File: config.mk
export PLATFORM = sky130hd
export DESIGN_NAME = wishbone_slave_regs
export DESIGN_NICKNAME = d
export VERILOG_FILES = /design/src/rtl/wishbone_slave_regs.sv
export SDC_FILE = /design/constraint.sdc
export NUM_CORES = 1
export LEC_CHECK = 0
export ABC_AREA = 1
export CAP_MARGIN = 20
export CORE_AREA = 2 2 253 255
export DETAILED_ROUTE_END_ITERATION = 16
export DIE_AREA = 0 0 255 257
export SYNTH_ARGS = -nofsm -noshare
export SYNTH_HDL_FRONTEND = slang
export SYNTH_SLANG_ARGS = --single-unit
File: constraint.sdc
create_clock -name clk -period 22.5 [get_ports clk]
set_input_delay 4.5 -clock clk [delete_from_list [all_inputs] [get_ports clk]]
set_output_delay 4.5 -clock clk [all_outputs]
set_load 0.02 [all_outputs]
File: src/rtl/wishbone_slave_regs.sv
// ============================================================================
// wishbone_slave_regs
// ----------------------------------------------------------------------------
// Wishbone classic responder backed by 16 x 32-bit registers.
//   - Registers 0..14 are read/write with per-byte-lane write selects.
//   - Register 15 is read-only and returns ID_VALUE; writes to it are acked
//     and discarded.
//   - Each transfer is captured in IDLE, held for WAIT_STATES cycles in WAIT,
//     then terminated for exactly one cycle in RESP.
//   - Addresses with wb_adr_i[7:6] != 0 are out of range: never written, read
//     back as zero.
//
// Optional feature (macro WB_SLAVE_ERR_EN):
//   defined   : out-of-range transfers terminate with wb_err_o.
//   undefined : out-of-range transfers terminate with wb_ack_o and
//               wb_err_o is tied low.
//
// Parameters
//   WAIT_STATES : wait cycles inserted before each response (0..7)
//   ID_VALUE    : contents of read-only register 15
//
// Ports
//   clk                    : single clock, rising edge
//   reset                  : asynchronous, active-high reset
//   wb_cyc_i / wb_stb_i    : Wishbone cycle / strobe
//   wb_we_i                : 1 = write
//   wb_adr_i[7:0]          : byte address ([5:2] register, [7:6] range check)
//   wb_dat_i[31:0]         : write data
//   wb_sel_i[3:0]          : byte lane selects
//   wb_dat_o[31:0]         : read data (zero outside RESP of an in-range read)
//   wb_ack_o / wb_err_o    : normal / error termination
//   scan_in0..4, scan_enable, test_mode : DFT controls, no functional effect
//   scan_out0..4           : DFT chain outputs, tied low in RTL
// ============================================================================
module wishbone_slave_regs #(
    parameter int unsigned WAIT_STATES = 2,
    parameter logic [31:0] ID_VALUE    = 32'hA5B0_0001
) (
    input  logic        clk,
    input  logic        reset,
    input  logic        wb_cyc_i,
    input  logic        wb_stb_i,
    input  logic        wb_we_i,
    input  logic [7:0]  wb_adr_i,
    input  logic [31:0] wb_dat_i,
    input  logic [3:0]  wb_sel_i,
    output logic [31:0] wb_dat_o,
    output logic        wb_ack_o,
    output logic        wb_err_o,
    input  logic        scan_in0,
    input  logic        scan_in1,
    input  logic        scan_in2,
    input  logic        scan_in3,
    input  logic        scan_in4,
    input  logic        scan_enable,
    input  logic        test_mode,
    output logic        scan_out0,
    output logic        scan_out1,
    output logic        scan_out2,
    output logic        scan_out3,
    output logic        scan_out4
);

    // ------------------------------------------------------------------
    // Constants
    // ------------------------------------------------------------------
    // Counter value of the last WAIT cycle. Unused when WAIT_STATES = 0
    // because WAIT is never entered in that configuration.
    localparam logic [2:0] LP_WAIT_LAST =
        (WAIT_STATES > 0) ? 3'(WAIT_STATES - 1) : 3'd0;

    typedef enum logic [1:0] {
        ST_IDLE = 2'd0,
        ST_WAIT = 2'd1,
        ST_RESP = 2'd2
    } state_t;

    // ------------------------------------------------------------------
    // State and captured transfer
    // ------------------------------------------------------------------
    state_t      r_state;
    state_t      w_state_next;
    logic [2:0]  r_wait_cnt;
    logic [2:0]  w_wait_cnt_next;

    logic        r_we;
    logic [7:2]  r_adr;
    logic [31:0] r_dat;
    logic [3:0]  r_sel;

    logic        w_start;
    logic        w_go_resp;

    // Transfer fields as seen at the edge entering RESP. With zero wait
    // states that edge is also the capture edge, so the live bus is used
    // while still in IDLE and the captured copy otherwise.
    logic        w_cur_we;
    logic [7:2]  w_cur_adr;
    logic [31:0] w_cur_dat;
    logic [3:0]  w_cur_sel;
    logic [3:0]  w_idx;
    logic        w_in_range;
    logic        w_ack_term;

    logic [15:0][31:0] w_regs;

    logic        r_ack_o;
    logic [31:0] r_dat_o;

    // ------------------------------------------------------------------
    // FSM: state register
    // ------------------------------------------------------------------
    always_ff @(posedge clk or posedge reset) begin
        if (reset) begin
            r_state    <= ST_IDLE;
            r_wait_cnt <= 3'd0;
        end else begin
            r_state    <= w_state_next;
            r_wait_cnt <= w_wait_cnt_next;
        end
    end

    assign w_start = (r_state == ST_IDLE) && wb_cyc_i && wb_stb_i;

    // ------------------------------------------------------------------
    // FSM: next state and RESP entry strobe
    // ------------------------------------------------------------------
    always_comb begin
        w_state_next    = r_state;
        w_wait_cnt_next = r_wait_cnt;
        w_go_resp       = 1'b0;
        case (r_state)
            ST_IDLE: begin
                if (w_start) begin
                    w_wait_cnt_next = 3'd0;
                    if (WAIT_STATES == 0) begin
                        w_state_next = ST_RESP;
                        w_go_resp    = 1'b1;
                    end else begin
                        w_state_next = ST_WAIT;
                    end
                end
            end
            ST_WAIT: begin
                // A master dropping cyc abandons the transfer silently.
                if (!wb_cyc_i) begin
                    w_state_next    = ST_IDLE;
                    w_wait_cnt_next = 3'd0;
                end else if (r_wait_cnt == LP_WAIT_LAST) begin
                    w_state_next    = ST_RESP;
                    w_wait_cnt_next = 3'd0;
                    w_go_resp       = 1'b1;
                end else begin
                    w_wait_cnt_next = r_wait_cnt + 3'd1;
                end
            end
            ST_RESP: begin
                // Always pass through IDLE; a still-high strobe is picked
                // up there on the following edge.
                w_state_next = ST_IDLE;
            end
            default: begin
                w_state_next    = ST_IDLE;
                w_wait_cnt_next = 3'd0;
            end
        endcase
    end

    // ------------------------------------------------------------------
    // Transfer capture
    // ------------------------------------------------------------------
    always_ff @(posedge clk or posedge reset) begin
        if (reset) begin
            r_we  <= 1'b0;
            r_adr <= '0;
            r_dat <= '0;
            r_sel <= '0;
        end else if (w_start) begin
            r_we  <= wb_we_i;
            r_adr <= wb_adr_i[7:2];
            r_dat <= wb_dat_i;
            r_sel <= wb_sel_i;
        end
    end

    assign w_cur_we   = (r_state == ST_IDLE) ? wb_we_i        : r_we;
    assign w_cur_adr  = (r_state == ST_IDLE) ? wb_adr_i[7:2]  : r_adr;
    assign w_cur_dat  = (r_state == ST_IDLE) ? wb_dat_i       : r_dat;
    assign w_cur_sel  = (r_state == ST_IDLE) ? wb_sel_i       : r_sel;
    assign w_idx      = w_cur_adr[5:2];
    assign w_in_range = (w_cur_adr[7:6] == 2'b00);

    // ------------------------------------------------------------------
    // Register file: 15 writable registers plus the ID constant
    // ------------------------------------------------------------------
    genvar gi;
    generate
        for (gi = 0; gi < 15; gi++) begin : g_reg
            logic [31:0] r_value;
            logic        w_wr_en;

            assign w_wr_en = w_go_resp && w_cur_we && w_in_range &&
                             (w_idx == 4'(gi));

            always_ff @(posedge clk or posedge reset) begin
                if (reset) begin
                    r_value <= '0;
                end else if (w_wr_en) begin
                    for (int b = 0; b < 4; b++) begin
                        if (w_cur_sel[b]) begin
                            r_value[8*b +: 8] <= w_cur_dat[8*b +: 8];
                        end
                    end
                end
            end

            assign w_regs[gi] = r_value;
        end
    endgenerate

    assign w_regs[15] = ID_VALUE;

    // ------------------------------------------------------------------
    // Termination and read data, registered on the edge entering RESP so
    // they are high exactly for the single RESP cycle.
    // ------------------------------------------------------------------
`ifdef WB_SLAVE_ERR_EN
    logic r_err_o;

    assign w_ack_term = w_in_range;

    always_ff @(posedge clk or posedge reset) begin
        if (reset) begin
            r_err_o <= 1'b0;
        end else begin
            r_err_o <= w_go_resp && !w_in_range;
        end
    end

    assign wb_err_o = r_err_o;
`else
    assign w_ack_term = 1'b1;
    assign wb_err_o   = 1'b0;
`endif

    always_ff @(posedge clk or posedge reset) begin
        if (reset) begin
            r_ack_o <= 1'b0;
            r_dat_o <= '0;
        end else begin
            r_ack_o <= w_go_resp && w_ack_term;
            // Full 32-bit word regardless of byte selects; out-of-range
            // reads and all writes present zero.
            if (w_go_resp && !w_cur_we && w_in_range) begin
                r_dat_o <= w_regs[w_idx];
            end else begin
                r_dat_o <= '0;
            end
        end
    end

    assign wb_ack_o = r_ack_o;
    assign wb_dat_o = r_dat_o;

    // ------------------------------------------------------------------
    // DFT placeholders: chain is stitched in after synthesis.
    // ------------------------------------------------------------------
    assign scan_out0 = 1'b0;
    assign scan_out1 = 1'b0;
    assign scan_out2 = 1'b0;
    assign scan_out3 = 1'b0;
    assign scan_out4 = 1'b0;

    logic w_unused_ok;
    assign w_unused_ok = ^{scan_in0, scan_in1, scan_in2, scan_in3, scan_in4,
                           scan_enable, test_mode, wb_adr_i[1:0]};

endmodule

==> flow_metrics.tcl <==
set metrics [dict create \
    grt_pass1_wl_mm 113.9 \
    fin_cells 4232 \
    dieArea_mm2 0.06554 \
    period_minus_slack_ns 7.415 \
    rsz0062_at_grt "no" \
    drtIter0Drc 1927 \
    cp-start-kind "primary input" \
    design.portCount 95 \
    drt_wl_total_mm 70.25 \
    cts_root_buf "clkbuf_16" \
    insertion_delay_ns 0.62 \
    cts_tree "yes" \
    htreeDepth 2 \
    syn_area_mm2 0.02798 \
    num_vias 21634 \
    worst_clock_skew_ns 0.01554 \
    slowest_delay_ns 0.94 \
    p_leak_uw 0.01425 \
    fin_area_mm2 0.03090 \
    drt.antenna.violating_nets 0 \
    diodes 0 \
    cts_resized 0 \
    power_density_mw_per_mm2 99.19 \
    cts_setup_buffers 0 \
    yosysUniqueCellTypes 27 \
    setup_viol_count_final 0 \
    worst_hold_path_type "reg -> reg" \
    layout.nets 3396 \
    dieHeight_um 257 \
    grt_max_degree 194 \
    area_growth_pct 10.46 \
    cts_buffers 61 \
    io_buffers 79 \
    fmax_ghz 0.1349 \
    die_x_um 255 \
    clk_pin_slew_worst_paths_ns 0.06 \
    ir_drop_mv 0.06576 \
    crit_chain "clkdlybuf4s50_1 > inv_1 > nand2_1 > o21ai_4 > buf_4 > inv_4 > buf_4 > o21ai_0 > nand2_1 > nand2_1 > nand2_1 > nor2_1" \
    critPathKind "in -> reg" \
    fin_tns_setup_ns 0 \
    worstPathMaxFanout 83 \
    cp.arrival_ns 7.92 \
    dp_cells 4118 \
    rows 92 \
    dp_hpwl_mm 43.19 \
    syn_avg_cell_area_um2 8.332 \
    crit_slowest_cell "buf_4" \
    hold_viol 0 \
    track_usage 0.2181 \
    slew-limit-headroom 0.2401 \
    drive_gt1_frac 0.1170 \
    globalRoute.totalOverflow 0 \
    ctsHoldBuffers 0 \
    synth_seq_cells 561 \
    place_congestion 0.8049 \
    fp.coreArea_mm2 0.06274 \
    postPlaceCellArea_mm2 0.02882 \
    final_max_slew_viol_count 0 \
    yosys_warnings 0 \
    synth_cells 3358 \
    crit_required_ns 23.01 \
    cp_common_cell "nand2_1" \
    antenna_found_initial 0 \
    grt_pass1_vias 20679 \
    cp-end-kind "flop" \
    fin_util 0.4926 \
    avgViaCountPerCell 5.112 \
    max-cap-violations 0 \
    initial_utilization 0.4460 \
    route.detailed.drc 0 \
    synth-seq-area-share 0.5018 \
    clockBufferDepth 3 \
    status "completed" \
    firstDrtPassIters 6 \
    finalCritPeriodShare 0.3295 \
    clock-sinks 561 \
    tightest_slew_ns 1.136 \
    wl_per_cell_um 16.60 \
]
-- stage by stage --
| stage | power [uW] | setup WS [ns] | hold WS (ns) |
|---|---|---|---|
| floorplan | 1792 | 2.311 | 0.4412 |
| global route | 3243 | 14.93 | 0.4897 |
| global placement | 2059 | 14.35 | 0.4550 |
| detailed placement | 2077 | 14.30 | 0.4592 |
| CTS | 3072 | 14.95 | 0.4744 |
| finish | 3065 | 15.09 | 0.4718 |
-- worst max-delay path, delay by kind of cell --
family          cells  cell delay, ns
simple gates        5            0.55
compound gates      2            0.38
buf+inv             5            2.39
-- layout make-up --
class | count | area, um^2
inverter | 225 | 854.6
fill | 5920 | 31830
clock buffer | 98 | 1828
sequential | 561 | 14040
clock inverter | 11 | 136.4
timing repair buffer | 132 | 1291
multi-input combinational | 2359 | 11700
tap | 846 | 1059
-- layer usage --
layer	global-route usage	part of all wire	routed length, um
met4	0.05263	0.019	1330
met1	0.3182	0.48	33480
met2	0.3448	0.46	32020
met5	0	0	0
met3	0.02792	0.049	3425
-- kinds of logic (layout without fill, tap and decap cells) --
logic type / count (synthesis) / count (layout) / share of synthesized area
simple gates: 1679 / 1679 / 0.2722
compound gates: 672 / 672 / 0.1419
flops: 561 / 561 / 0.5018
buf+inv: 443 / 466 / 0.08327
mux: 2 / 2 / 0.0007156
other cells: 1 / 6 / 0.0001340
-- synth_stat cells --
master | instances | area, um^2
buf_6 | 64 | 720.7
buf_4 | 8 | 60.06
clkbuf_2 | 4 | 20.02
o21ai_1 | 345 | 1727
mux2i_1 | 2 | 20.02
inv_2 | 5 | 18.77
nand2_1 | 1236 | 4639
nor2_4 | 16 | 180.2
o31ai_2 | 1 | 12.51
nand3b_1 | 62 | 465.5
dfrtp_1 | 561 | 14040
a21oi_1 | 3 | 15.01
o21ai_0 | 165 | 825.8
buf_2 | 43 | 215.2
o21ai_2 | 157 | 1375
buf_1 | 22 | 82.58
nor2_8 | 1 | 20.02
nor2_1 | 218 | 818.3
nand2_2 | 7 | 43.79
buf_12 | 6 | 120.1
nand3_1 | 78 | 390.4
o21ai_4 | 1 | 16.27
conb_1 | 1 | 3.750
inv_1 | 220 | 825.8
clkbuf_1 | 71 | 266.5
nor2_2 | 1 | 6.260
nand3_4 | 60 | 1051
-- cells in the final DEF, fill, tap and decap left out, drive strengths merged --
cell type / Yosys / layout
a21oi: 3 / 3
buf: 143 / 53
bufinv: 0 / 3
clkbuf: 75 / 98
clkdlybuf4s50: 0 / 79
clkinv: 0 / 7
clkinvlp: 0 / 1
conb: 1 / 6
dfrtp: 561 / 561
inv: 225 / 225
mux2i: 2 / 2
nand2: 1243 / 1243
nand3: 138 / 138
nand3b: 62 / 62
nor2: 236 / 236
o21ai: 668 / 668
o31ai: 1 / 1
-- power by group --
part	switching [uW]	total, uW	internal, uW	leakage (uW)
sequential	26.7	1090	1060	0.00776
combinational	732	992	261	0.00552
clock	402	987	584	0.000960
total	1160	3070	1900	0.0142
-- worst paths after layout --
check / startpoint / to / slack [ns] / depth (start not counted)
min in group asynchronous: reset / g_reg[3].r_value[21] / 4.41 / 2
worst max register to register: r_state[0] / wb_dat_o[27] / 18.21 / 12
worst min-delay path: g_reg[13].r_value[1] / g_reg[13].r_value[1] / 0.47 / 2
max in group asynchronous: reset / g_reg[0].r_value[4] / 15.71 / 4
worst max-delay path: wb_adr_i[3] / wb_dat_o[27] / 15.09 / 12
worst min register to register: g_reg[13].r_value[1] / g_reg[13].r_value[1] / 0.47 / 2
-- state kept, by name, indices dropped and copies added (netlist names) --
| name | flops |
|---|---|
| g.r_value | 480 |
| r_adr | 6 |
| r_dat | 32 |
| r_sel | 4 |
| r_state | 2 |
| r_wait_cnt | 3 |
| r_we | 1 |
| wb_ack_o | 1 |
| wb_dat_o | 32 |
No activity file was read; power rests on OpenSTA's default activity.
